==> src/rtl/press_count_display.sv <==
// press_count_display: counts debounced switch releases as a two-digit BCD
// value (00..99, wrapping) and drives a time-multiplexed two-digit
// seven-segment display.
// Optional feature macro: PRESS_COUNT_HOLD_CLEAR_EN -- holding the switch for
// HOLD_CYCLES clears the count, and the release ending that hold is not counted.
module press_count_display #(
  parameter int MUX_CYCLES  = 250000,
  parameter int HOLD_CYCLES = 50000000
) (
  input  logic       clk,
  input  logic       i_rst_n,
  input  logic       i_switch,
  output logic       o_press,
  output logic       o_wrap,
  output logic [7:0] o_count,
  output logic [6:0] o_segment,
  output logic [1:0] o_digit_sel
);

  localparam int MUX_W = (MUX_CYCLES > 2) ? $clog2(MUX_CYCLES) : 1;
  localparam logic [MUX_W-1:0] MUX_LAST = MUX_W'(MUX_CYCLES - 1);

  // Both periods must be at least two cycles for the counters to make sense.
  generate
    if (MUX_CYCLES < 2 || HOLD_CYCLES < 2) begin : g_bad_param
      $error("press_count_display: MUX_CYCLES and HOLD_CYCLES must be >= 2");
    end
  endgenerate

  // Seven-segment glyph for one BCD digit, bit0=a .. bit6=g, active high.
  function automatic logic [6:0] f_glyph(input logic [3:0] i_digit);
    logic [6:0] v_seg;
    case (i_digit)
      4'd0:    v_seg = 7'b0111111;
      4'd1:    v_seg = 7'b0000110;
      4'd2:    v_seg = 7'b1011011;
      4'd3:    v_seg = 7'b1001111;
      4'd4:    v_seg = 7'b1100110;
      4'd5:    v_seg = 7'b1101101;
      4'd6:    v_seg = 7'b1111101;
      4'd7:    v_seg = 7'b0000111;
      4'd8:    v_seg = 7'b1111111;
      4'd9:    v_seg = 7'b1101111;
      default: v_seg = 7'b0000000;
    endcase
    return v_seg;
  endfunction

  logic       r_switch;
  logic [MUX_W-1:0] r_mux_cnt;
  logic       w_release;
  logic       w_count_event;
  logic       w_clear;
  logic [7:0] w_count_inc;

  // A release is the falling edge of the debounced level.
  assign w_release = r_switch & ~i_switch;

`ifdef PRESS_COUNT_HOLD_CLEAR_EN
  localparam int HOLD_W = (HOLD_CYCLES > 2) ? $clog2(HOLD_CYCLES) : 1;
  localparam logic [HOLD_W-1:0] HOLD_LAST = HOLD_W'(HOLD_CYCLES - 1);

  logic [HOLD_W-1:0] r_hold_cnt;
  logic              r_hold_flag;

  // The release that ends a clearing hold is swallowed.
  assign w_count_event = w_release & ~r_hold_flag;
  assign w_clear       = i_switch & (r_hold_cnt == HOLD_LAST);

  // Hold timer: counts high cycles, saturates at the clear point, arms the flag.
  always_ff @(posedge clk or negedge i_rst_n) begin
    if (!i_rst_n) begin
      r_hold_cnt  <= '0;
      r_hold_flag <= 1'b0;
    end else if (i_switch) begin
      if (r_hold_cnt == HOLD_LAST) begin
        r_hold_flag <= 1'b1;
      end else begin
        r_hold_cnt <= r_hold_cnt + 1'b1;
      end
    end else begin
      r_hold_cnt <= '0;
      if (w_release) begin
        r_hold_flag <= 1'b0;
      end
    end
  end
`else
  assign w_count_event = w_release;
  assign w_clear       = 1'b0;
`endif

  // BCD increment with carry from ones into tens and wrap 99 -> 00.
  always_comb begin
    w_count_inc = o_count;
    if (o_count[3:0] == 4'd9) begin
      w_count_inc[3:0] = 4'd0;
      w_count_inc[7:4] = (o_count[7:4] == 4'd9) ? 4'd0 : o_count[7:4] + 4'd1;
    end else begin
      w_count_inc[3:0] = o_count[3:0] + 4'd1;
    end
  end

  // Edge-detect register; resets low so a switch held through reset is not a release.
  always_ff @(posedge clk or negedge i_rst_n) begin
    if (!i_rst_n) begin
      r_switch <= 1'b0;
    end else begin
      r_switch <= i_switch;
    end
  end

  // Count register plus one-cycle press/wrap pulses.
  always_ff @(posedge clk or negedge i_rst_n) begin
    if (!i_rst_n) begin
      o_count <= 8'h00;
      o_press <= 1'b0;
      o_wrap  <= 1'b0;
    end else begin
      o_press <= w_count_event;
      o_wrap  <= w_count_event & (o_count == 8'h99);
      if (w_clear) begin
        o_count <= 8'h00;
      end else if (w_count_event) begin
        o_count <= w_count_inc;
      end
    end
  end

  // Display mux: switch digit at terminal count and load that digit's glyph together.
  always_ff @(posedge clk or negedge i_rst_n) begin
    if (!i_rst_n) begin
      r_mux_cnt   <= '0;
      o_digit_sel <= 2'b01;
      o_segment   <= 7'b0111111;
    end else if (r_mux_cnt == MUX_LAST) begin
      r_mux_cnt   <= '0;
      o_digit_sel <= {o_digit_sel[0], o_digit_sel[1]};
      // Currently on ones means the next digit shown is tens.
      o_segment   <= f_glyph(o_digit_sel[0] ? o_count[7:4] : o_count[3:0]);
    end else begin
      r_mux_cnt <= r_mux_cnt + 1'b1;
    end
  end

endmodule

==> config.mk <==
export PLATFORM = sky130hd
export DESIGN_NAME = press_count_display
export DESIGN_NICKNAME = d
export VERILOG_FILES = /design/src/rtl/press_count_display.sv
export SDC_FILE = /design/constraint.sdc
export NUM_CORES = 1
export LEC_CHECK = 0
export CORE_MARGIN = 3
export CORE_UTILIZATION = 50
export CTS_CLUSTER_SIZE = 10
export DETAILED_ROUTE_END_ITERATION = 10
export PLACE_DENSITY = 0.75
export SLEW_MARGIN = 10
export SYNTH_ARGS = -nofsm -noshare
export SYNTH_HDL_FRONTEND = slang
export SYNTH_SLANG_ARGS = --single-unit
==> constraint.sdc <==
create_clock -name clk -period 1.9 [get_ports clk]
set_clock_uncertainty 0.05 [all_clocks]
set_input_delay 0.19 -clock clk [delete_from_list [all_inputs] [get_ports clk]]
set_output_delay 0.19 -clock clk [all_outputs]
set_load 0.03 [all_outputs]
Word-level counts from Yosys, hierarchy flattened
Memory sizes are Yosys's and may differ from the RTL's. A register that Yosys moved wholly into a read port is not among the register bits.
Index checks and enable logic that the tools add are counted.

storage, ports and cells
  register bits = 31
  ROM bits = 112
  bits of input ports = 3
  output and inout port bits = 19
  word-level logic and storage cells = 24
  memories kept = 1

operators by class
  add/sub/neg operators = 3
  equal/unequal tests = 4
  multiplexer cells = 4
  bitwise gates (word level) = 3
  reductions and logical operators = 2

memory list
  memory           depth  bits a word  rd ports  clocked after Yosys merged registers in  wr ports  RTL line  source
  (no name shown)  16     7            1         1                                        0         33        case (i_digit)

operators by type and width
  kind                                                              count
  18-bit by 1-bit adder with 18-bit output (second input constant)  1
  18-bit == test (second input constant)                            1
  18-bit 2-to-1 mux                                                 1
  4-bit 2-to-1 mux                                                  3
  4-bit by 1-bit adder with 4-bit output (second input constant)    2
  4-bit == test (second input constant)                             2
  8-bit == test (second input constant)                             1
  1-bit AND                                                         2
  2-bit AND reduction                                               1
  1-bit zero test                                                   1
  1-bit NOT                                                         1

Longest topological paths before layout
  word-level depth = 3
  mapped depth = 8
  mapped depth without buffers = 7

Worst setup path before layout
Ideal clock, no wire load.

  path kind = reg-to-reg
  start point = register o_digit_sel[0]
  end point = register o_segment[6]
  arrival time = 2160 ps
  data required time = 1785 ps
  path slack = -375 ps
  stages on the path, launching flop included = 8
  cell sequence = dfstp_2 > clkbuf_1 > mux2i_1 > inv_1 > ha_1 > mux2_2 > o21ai_0 > mux2_2

between the ends
  cells in the longest elaborated chain, start to end = 1

RTL lines
  what                    RTL line  source
  start, declared         17        output logic [1:0] o_digit_sel
  start signal, assigned  138       o_digit_sel <= {o_digit_sel[0], o_digit_sel[1]};
  4-bit 2-to-1 mux        140       o_segment <= f_glyph(o_digit_sel[0] ? o_count[7:4] : o_count[3:0]);
  end, declared           16        output logic [6:0] o_segment,

No other way between the ends.
A chain may end at the register's enable or synchronous reset.

Worst setup path in the final report
Same ends and word-level chain as after synthesis.

==> results.md <==
- Core ar.: 3716 sq um
- CP Launch Type: flop
- Die H: 68.52 um
- Clock sink count: 38
- Die W: 68.52 um
- Vias in the first global route: about 1,500
- First-pass DRT Iterations: 4
- Post-Synthesis Cell Area: 1954 sq um
- Hold Path Depth: 1
- Worst Tran Pin Value: ~0.8 ns
- Minimum clock period: 1.902 ns
- Critical Path, Cell by Cell: mux2i_4 -> mux2_2 -> o21ai_2 -> mux2_4
- Placer Congestion: approximately 0.9
- CTS root buf: clkbuf_8
- Fmax: 0.5259 GHz
- Combinational share of power: 40.3%
- Worst Path Required: 2.08 ns
- R2r setup slk: -0.002 ns
- Commonest non-fill, non-tap cell in the layout: dfrtp_1
- Register area share after synthesis: between 40% and 50%
- Final Core Density: 68.92%
- Min-Delay Path Class: primary input to flop
- Initial antenna violation count: 0
- Seq pwr share: 38.9%
- DR vias: between 1,000 and 1,500
- Final WL: about 4.1 mm
- H-tree depth: 2
- Worst hold margin: 0.3738 ns
- Cells on worst reg2reg path: 4
- Antenna Cells: 0
- Crit path max-delay family: multiplexers
- Most frequent cells in the layout: dfrtp_1, buf_4, clkdlybuf4s50_1, nor2_1
- Fraction of layout cells with a size suffix above 1: 31.25%
- Crit-path max cell delay: 0.67 ns
- Initial core utilization: between 50% and 60%
- Top cells by area, synth: dfrtp_1, dfstp_2, mux2_2
- Unrepaired setup endpoints after global routing: yes
- Row cnt: 22
- DRC: 0
- Net Switching: 0.9647 mW
- CTS tree: built
- R2R Path End: o_segment[6]
- Cts bufs inserted: 5
- ANT nets after route: 0
- Slew Viols, Final: 0
- Crit path DAT: ~2.1 ns
- GR Util All Layers: 20.07%
- Tcrit/Tclk final: 100.1%
- Worst r2r src: o_digit_sel[0]
- Via density: 5.426
- Area Growth Syn to Fin: 31.05%
- Status: finished with violations
- DIE AREA: between 4000 and 5000 sq um
- Syn Inst Count: around 170
- IO Port Bufs: 21
- Buffers & Inverters on Critical Path: 0
- Min-delay src: i_switch
- Maximum Capacitance Violations: 0
- Clock slew at reported path FFs: about 0.07 ns
- Rel. slew slack: roughly 46%
- Avg Cell Area, Syn: 11.23 sq um
- Wire per inst: 15.15 um
- Area leader, netlist: dfrtp_1
- Layout Nets: 233
- Setup ws final: -0.001591 ns
- IO Pins: 22
- Clk pwr share: between 20% and 30%
- Final setup violation count: 1
- Setup TNS: -0.001591 ns
- Switching share of power: 36.59%
- Top-area cell type share of the netlist area: 39.69%
- Crit Path Category: flop to flop
- Clock Path Buffers: 2
- Hold path endpoint: r_switch
- Initial drt markers: 96
- Synth warnings: 0
- CP endpoint kind: flop
- Seq cells post-synth: 38
- Max FO, Critical Path: 10
- Post-synthesis net count: 184
- Worst-Skew Late Latency: 0.28 ns
- First-pass GRT wire length: between 6 and 7 mm
- Synth cell types: 41
- PwrDens: 1029 nW/um^2
- Detail Placement HPWL: 2.991 mm
- Worst vdd ir: 0.8582 mV
- GR Overflow Total: 0
- Largest net degree at the start of global routing: 39
- Failing checks: setup timing
- LEAKAGE: 1.140 nW
- Int Pwr: 1.672 mW
- Slowest CP cell: dfstp_2
- Final Hold Fails: 0
## Yosys cell counts
| master | n |
|---|---|
| dfrtp_1 | 31 |
| nor2_1 | 14 |
| mux2_2 | 11 |
| nand2_1 | 10 |
| xnor2_1 | 10 |
| nand3_1 | 9 |
| inv_1 | 8 |
| xor2_1 | 8 |
| dfstp_2 | 7 |
| ha_1 | 7 |
| nand4_1 | 5 |
| nor2b_1 | 5 |
| o21ai_0 | 5 |
| a21oi_1 | 4 |
| mux2i_1 | 4 |
| nor4_1 | 3 |
| nor4b_1 | 3 |
| o31ai_1 | 3 |
| a21o_1 | 2 |
| and2_1 | 2 |
| buf_6 | 2 |
| nand3b_1 | 2 |
| a211oi_1 | 1 |
| a21bo_2 | 1 |
| a22o_1 | 1 |
| and3_1 | 1 |
| and3b_1 | 1 |
| and4_1 | 1 |
| and4bb_2 | 1 |
| clkbuf_1 | 1 |
| mux2_4 | 1 |
| mux2i_2 | 1 |
| nand2b_1 | 1 |
| nor3_1 | 1 |
| nor4_2 | 1 |
| nor4_4 | 1 |
| o22ai_1 | 1 |
| or2_2 | 1 |
| or3b_2 | 1 |
| or4_1 | 1 |
| or4_4 | 1 |
## flip-flops by register name, summed over array words and instances (netlist names)
name,count
o_count,8
o_digit_sel,2
o_press,1
o_segment,7
o_wrap,1
r_mux_cnt,18
r_switch,1
## worst max path at each step
stage	endpoint	start	cells past startpoint	slack [ns]
after CTS	o_segment[3]	o_digit_sel[0]	5	-0.009
after global routing	o_segment[6]	o_digit_sel[0]	6	-0.08
final	o_segment[6]	o_digit_sel[0]	4	-0.002
after global placement	o_digit_sel[1]	r_mux_cnt[0]	5	0.05
after detailed placement	o_segment[3]	o_digit_sel[0]	6	-0.02
after floorplan	o_segment[6]	o_digit_sel[0]	7	-0.04
## through the flow
step	setup WS [ns]	total power, mW	instance area [sq um]	instances
final	-0.001591	2.636	2561	272
after global routing	-0.08189	2.795	2561	272
after CTS	-0.008701	2.556	2499	270
after detailed placement	-0.02353	1.929	2365	258
after global placement	0.05059	1.880	2365	258
after floorplan	-0.04482	1.592	2001	174
## area by class of cell
type / instances / area (sq um)
Sequential cell: 38 / 959.7
Timing Repair Buffer: 45 / 386.6
Clock buffer: 7 / 86.33
Fill cell: 269 / 1155
Clock inverter: 1 / 5.005
Multi-Input combinational cell: 125 / 1033
Tap cell: 48 / 60.06
Inverter: 8 / 30.03
## power by group through the flow
| stage | registers (mW) | clock network, mW | logic (mW) |
|---|---|---|---|
| global route | 1.04 | 0.610 | 1.14 |
| detailed placement | 1.04 | 0 | 0.891 |
| floorplan | 1.14 | 0 | 0.454 |
| finish | 1.03 | 0.548 | 1.06 |
| CTS | 1.03 | 0.572 | 0.957 |
| global placement | 1.03 | 0 | 0.850 |
## cell families after synthesis
kind of cell	Yosys count	synth area share (%)
muxes	17	9.859
DFF	38	49.10
xor gates and xnor gates	18	8.067
and+or+nand+nor	65	19.72
buffers and inverters	11	2.881
adders and majority gates	7	4.481
AOI/OAI and AO/OA	18	5.890
## metal layers
metal / share of wire [%] / global-route usage (%) / wire length, um
met4: 1.8 / 8.933 / 76
met5: 0 / 0 / 0
met1: 46 / 24.87 / 1878
met2: 49 / 32.90 / 2036
met3: 3.2 / 5.024 / 131
## repair_timing
| action | 4_1_cts | 5_1_grt |
|---|---|---|
| setup endpoints to repair | 4 | 9 |
| resized for setup | 4 | 13 |
| pin swaps | 2 | 1 |
| endpoints found under the hold margin | 31 | 0 |
| gates cloned | 0 | 0 |
| buffers inserted | 3 | 2 |
| hold buffers | 1 | 0 |
Power figures use the tool's default switching activity.
==> RTL edit 1 (same settings) <==
The parameter `MUX_CYCLES` goes from 250000 to 62500.
--- a/src/rtl/press_count_display.sv
+++ b/src/rtl/press_count_display.sv
@@ -5,5 +5,5 @@
 // HOLD_CYCLES clears the count, and the release ending that hold is not counted.
 module press_count_display #(
-  parameter int MUX_CYCLES  = 250000,
+  parameter int MUX_CYCLES  = 62500,
   parameter int HOLD_CYCLES = 50000000
 ) (
Formal check against the unedited RTL: no difference found for any inputs over 10 cycles, from zero or initial values and one cycle with i_rst_n low; that may be too few to reach the edited logic, so the function may still have changed.
==> RTL edit 1 against the unedited design <==
- combinational power is 28% lower
- register-to-register slack better by 0.17 ns
- final area down 13%
- routed wire length is 15% lower
- total power is 17% lower
- clock power is 21% lower
- setup slack better by 0.074 ns
- area after synthesis down 7.3%
- sequential cell count shrank 2
- global-route usage decreased by 1.8 points
- worst hold slack worse by 0.19 ns
- critical path depth down 3
- maximum frequency rose by 4.1%
- count of clock-buffer cells in the layout is 1 lower
- critical endpoint is now o_segment[2]
- largest power group is now sequential cells
- highest routed layer unchanged
==> RTL edit 1: results (changes against the unedited design) <==
GRT
------------------------------------------------------------------------------------------------------
Via count of the first global-routing pass ..............................................         1274   -14%
Global-route total usage across every layer .............................................       0.1824   -0.01828
Maximum number of pins on one net before global-route repair ............................           37   -5.1%
Wire length of the first global-routing pass ............................................     5.982 mm   -12%

CLOCK TREE
------------------------------------------------------------------------------------------------------
Clock transition at the register clock pins on the worst setup and hold paths after CTS .      0.12 ns   +0.05 ns
Worst-Skew Late Latency .................................................................      0.35 ns   +0.07 ns
CTS Root Cell ........................................................................... sky130_fd_sc_hd__clkbuf_4

LOGIC SYNTHESIS
------------------------------------------------------------------------------------------------------
Sequential element share of the synthesized area ........................................       0.5021   +0.01103
Syn_nets ................................................................................          170   -7.6%
Area contributors post-synth ............................................................ sky130_fd_sc_hd__dfrtp_1 40%, sky130_fd_sc_hd__dfstp_2 10%, sky130_fd_sc_hd__ha_1 4.8%, sky130_fd_sc_hd__xnor2_1 3.9%, sky130_fd_sc_hd__nand2_1 3.7%
Multiplexer area fraction after synthesis ...............................................      0.07390   -0.02470
Complex-gate fraction of the synthesized area ...........................................      0.09185   +0.03295
Unique masters post-synth ...............................................................           45   +9.8%
Post-synthesis share of cell area spent on xor and xnor gates ...........................      0.06285   -0.01782
Cell types with the highest counts after synthesis ...................................... 29 x sky130_fd_sc_hd__dfrtp_1, 18 x sky130_fd_sc_hd__nand2_1, 13 x sky130_fd_sc_hd__nor2_1

WORST HOLD PATH
------------------------------------------------------------------------------------------------------
Min-Delay Path Class ....................................................................  in -> async

ROUTE
------------------------------------------------------------------------------------------------------
DRC violation total after the first TritonRoute iteration ...............................           46   -52%
Detailed-route wire length per cell .....................................................     14.35 µm   -5.3%
Vias per cell ...........................................................................        5.366   -1.1%

WORST SETUP PATH
------------------------------------------------------------------------------------------------------
Worst-path cell with the longest stage delay ............................................ sky130_fd_sc_hd__clkdlybuf4s50_1
Gate family responsible for the most delay along the worst path ......................... buffers and inverters
Launch point of the worst path .......................................................... o_segment[2]
Maximum fanout along the worst path .....................................................            2   -8
Critical Path AT ........................................................................      1.59 ns   -0.49 ns
Source of the worst register-to-register timing path .................................... r_mux_cnt[1]

CELLS AND AREA
------------------------------------------------------------------------------------------------------
Fraction of final layout cells sized beyond drive strength 1 ............................       0.2437   -0.06885
Final layout net count ..................................................................          206   -12%
Biggest registers after layout .......................................................... r_mux_cnt x16, o_count x8, o_segment x7

PLACEMENT
------------------------------------------------------------------------------------------------------
Last weighted congestion value of the routability-driven placer .........................       0.7796   -14%
Post-placement worst setup slack ........................................................   0.09362 ns   +0.1172 ns
HPWL Detailed ...........................................................................     2.580 mm   -14%

TIMING
------------------------------------------------------------------------------------------------------
Transition time of the tightest slew-check pin ..........................................    0.4377 ns   -0.3669 ns

PWR
------------------------------------------------------------------------------------------------------
Leakage power summed over all cells .....................................................     1.005 nW   -12%
Worst voltage drop across the vdd grid ..................................................  0.0007826 V   -8.8%

RUN STATUS
------------------------------------------------------------------------------------------------------
Status .................................................................................. finished, final reports clean

==> RTL edit 1: changes by cell type in the layout (fill, tap and decap cells not counted), moves of 3 or more <==
cell                       before  now
sky130_fd_sc_hd__nor4b_1        3    0
sky130_fd_sc_hd__mux2_4         7    0
sky130_fd_sc_hd__nand2_1       10   18
sky130_fd_sc_hd__nor2b_1        5    2
sky130_fd_sc_hd__xor2_1         8    5
sky130_fd_sc_hd__clkbuf_8       6    1
sky130_fd_sc_hd__buf_4         23   10
sky130_fd_sc_hd__clkbuf_4       0    5
sky130_fd_sc_hd__a21oi_2        0    5
==> RTL edit 1: final timing paths <==
| path | end | slack, ns |
|---|---|---|
| worst max-delay path | o_segment[2] | 0.07 |
| worst min-delay path | r_mux_cnt[6] | 0.19 |
| worst max register to register | o_segment[6] | 0.17 |
| worst min register to register | r_mux_cnt[15] | 0.43 |
| max in group asynchronous | o_digit_sel[0] | 1.26 |
| min in group clk | r_switch | 0.30 |
==> RTL edit 1: through the flow <==
step                std cells  hold WS, ns  area, µm²
floorplan                 160      -0.1556       1836
CTS                       241       0.1923       2208
global route              243       0.2056       2226
global placement          233       0.4071       2148
detailed placement        233       0.4182       2148
finish                    243       0.1856       2226
==> RTL edit 1: repair_timing <==
action | in CTS | in global routing
buffers inserted | 0 | 2
cloned | 0 | 0
resized for setup | 1 | 1
setup endpoints to repair | 1 | 2
hold buffers | 0 | 0
==> RTL edit 1: final cells by class <==
type,instances,area (µm²)
sequential,36,909.6
clock buffer,6,51.30
multi-input combinational,117,892.1
timing repair buffer,31,286.5
clock inverter,2,10.01
fill,274,1190
tap,46,57.56
inverter,5,18.77
==> RTL edit 1: where the power goes <==
part | leakage (nW) | internal, mW | switching [mW] | total, mW
combinational | 0.523 | 0.333 | 0.435 | 0.768
sequential | 0.444 | 0.837 | 0.142 | 0.979
clock | 0.0380 | 0.176 | 0.259 | 0.435
total | 1.01 | 1.35 | 0.837 | 2.18
==> RTL edit 1: layer usage <==
layer	wire length, µm	global-route usage	part of all wire	vias up
met5	0	0	0	-
met4	56	0.08122	0.016	0
met3	136	0.05782	0.039	6
met2	1679	0.2887	0.48	19
met1	1613	0.2267	0.46	639
li1	-	-	-	640
==> RTL edit 1: kinds of logic (layout without fill, tap and decap cells) <==
group / Yosys count / count (layout)
buffers and inverters: 7 / 44
adder cells (fa/ha/maj): 7 / 7
flip-flops: 36 / 36
XOR/XNOR: 13 / 13
AO/OA/AOI/OAI: 21 / 21
AND/OR/NAND/NOR: 64 / 64
multiplexers: 12 / 12
==> RTL edit 2 (same settings) <==
Made on the original files. One comparison of `o_count` changes from == to >=.
--- a/src/rtl/press_count_display.sv
+++ b/src/rtl/press_count_display.sv
@@ -119,5 +119,5 @@
     end else begin
       o_press <= w_count_event;
-      o_wrap  <= w_count_event & (o_count == 8'h99);
+      o_wrap  <= w_count_event & (o_count >= 8'h99);
       if (w_clear) begin
         o_count <= 8'h00;
Check against the original RTL: same outputs for any inputs over 10 cycles, from zero or initial values and one cycle with i_rst_n low; that may be too few to reach the edited logic, so the function may still have changed.
==> RTL edit 2 against the unedited design <==
- the flow still finishes with violations (setup timing)
- total power up 1.2%
- first-iteration DRC count down 23%
- area after synthesis down 1.0%
- largest cell class unchanged
- sequential power about the same
- final area down 4.2%
- routed wire length down 6.8%
- sequential cell count unchanged
- critical path depth up 2
- clock power up 16%
- worst hold slack worse by 0.013 ns
- die area down 0.93%
- setup slack worse by 0.021 ns
==> RTL edit 2: results (changes against the unedited design) <==
TIMING
---------------------------------------------------------------------------
Setup TNS ....................................................  -0.02216 ns   -0.02057 ns
Worst-case setup margin in the final layout ..................  -0.02216 ns   -0.02057 ns
Transition time of the tightest slew-check pin ...............    0.8339 ns   +0.02931 ns
Final setup fails ............................................            1   unchanged

LOGIC SYNTHESIS
---------------------------------------------------------------------------
Syn_nets .....................................................          182   -1.1%
Average cell area after synthesis ............................    11.25 µm²   +0.13%
Area contributors post-synth ................................. sky130_fd_sc_hd__dfrtp_1 40%, sky130_fd_sc_hd__dfstp_2 9.5%, sky130_fd_sc_hd__mux2_2 6.4%, sky130_fd_sc_hd__xnor2_1 5.4%, sky130_fd_sc_hd__ha_1 4.5%
Complex-gate fraction of the synthesized area ................      0.07115   +0.01225
Multiplexer area fraction after synthesis ....................       0.1067   +0.008135
Sequential element share of the synthesized area .............       0.4961   +0.005082

RUN STATUS
---------------------------------------------------------------------------
Status ....................................................... complete, but fails checks
Failing checks ............................................... setup timing

CELLS AND AREA
---------------------------------------------------------------------------
Filler Cells Inserted ........................................          281   +4.5%
Final layout net count .......................................          218   -6.4%
Fraction of final layout cells sized beyond drive strength 1 .       0.2584   -0.05413

PWR
---------------------------------------------------------------------------
Leakage power summed over all cells ..........................     1.055 nW   -7.5%
Worst voltage drop across the vdd grid .......................  0.0007480 V   -13%

ROUTE
---------------------------------------------------------------------------
Vias per cell ................................................        5.592   +3.1%
Detailed-route wire length per cell ..........................     15.05 µm   -0.63%
Vias post-DR .................................................         1426   -3.4%
DRC violation total after the first TritonRoute iteration ....           74   -23%

WORST SETUP PATH
---------------------------------------------------------------------------
Critical Path AT .............................................      2.11 ns   +0.03 ns
Length in cells of the worst reg-to-reg path .................            6   +2

GRT
---------------------------------------------------------------------------
Wire length of the first global-routing pass .................     6.299 mm   -7.3%

PLACEMENT
---------------------------------------------------------------------------
HPWL Detailed ................................................     2.652 mm   -11%
Post-placement worst setup slack .............................  -0.01965 ns   +0.003878 ns

FLOORPLAN
---------------------------------------------------------------------------
Core footprint ...............................................     3521 µm²   -5.3%

RTL edit 2: changes by cell type in the layout (fill, tap and decap cells not counted), moves of 3 or more:
| cell | before | now |
|---|---|---|
| sky130_fd_sc_hd__nand4_1 | 5 | 2 |
| sky130_fd_sc_hd__nor3_1 | 1 | 5 |
| sky130_fd_sc_hd__buf_4 | 23 | 9 |
| sky130_fd_sc_hd__mux2_4 | 7 | 4 |
| sky130_fd_sc_hd__xor2_1 | 8 | 5 |
RTL edit 2: routing by layer:
metal  wire length, µm  track usage
met1              1698       0.2193
met4                75      0.08437
met2              1848       0.2960
met3               215      0.07061
met5                 0            0
RTL edit 2: through the flow:
stage / hold WS (ns) / total power, mW / utilization / instance area [µm²]
after global placement: 0.2752 / 1.916 / 0.6400 / 2253
after floorplan: -0.1556 / 1.638 / - / 1976
after detailed placement: 0.2883 / 1.955 / 0.6400 / 2253
after global routing: 0.3595 / 2.831 / 0.6972 / 2455
after CTS: 0.3489 / 2.626 / 0.6759 / 2380
final: 0.3612 / 2.667 / 0.6972 / 2455
RTL edit 2: critical path, delay by kind of cell (launching register included):
kind | cells | cell delay [ns]
muxes | 3 | 0.75
buffers and inverters | 1 | 0.10
AOI/OAI and AO/OA | 1 | 0.13
DFF | 1 | 0.66
adders and majority gates | 1 | 0.17
RTL edit 2: cell families (layout without fill, tap and decap cells):
| family | count (synthesis) | after routing |
|---|---|---|
| multiplexers | 18 | 18 |
| XOR/XNOR | 17 | 17 |
| AND/OR/NAND/NOR | 61 | 62 |
| flip-flops | 38 | 38 |
| AO/OA/AOI/OAI | 20 | 20 |
| adder cells (fa/ha/maj) | 7 | 7 |
| buffers and inverters | 11 | 47 |
RTL edit 2: layout make-up:
class	instances	area [µm²]	share of cell area
tap	46	57.56	0.02345
multi-input combinational	124	997.2	0.4062
sequential	38	959.7	0.3909
inverter	7	26.28	0.01070
clock buffer	8	110.1	0.04485
timing repair buffer	32	304.0	0.1239
RTL edit 2: report_power, final:
part	switching (mW)	internal, mW
Clock	0.270	0.366
Combinational	0.541	0.462
Sequential	0.148	0.880
RTL edit 2: what timing repair did:
| action | CTS | global route |
|---|---|---|
| hold buffers | 1 | 0 |
| resized for setup | 1 | 7 |
| setup endpoints to repair | 3 | 9 |
| buffers inserted | 1 | 3 |
| cloned | 0 | 1 |
| pin swaps | 0 | 4 |
| endpoints found under the hold margin | 31 | 0 |
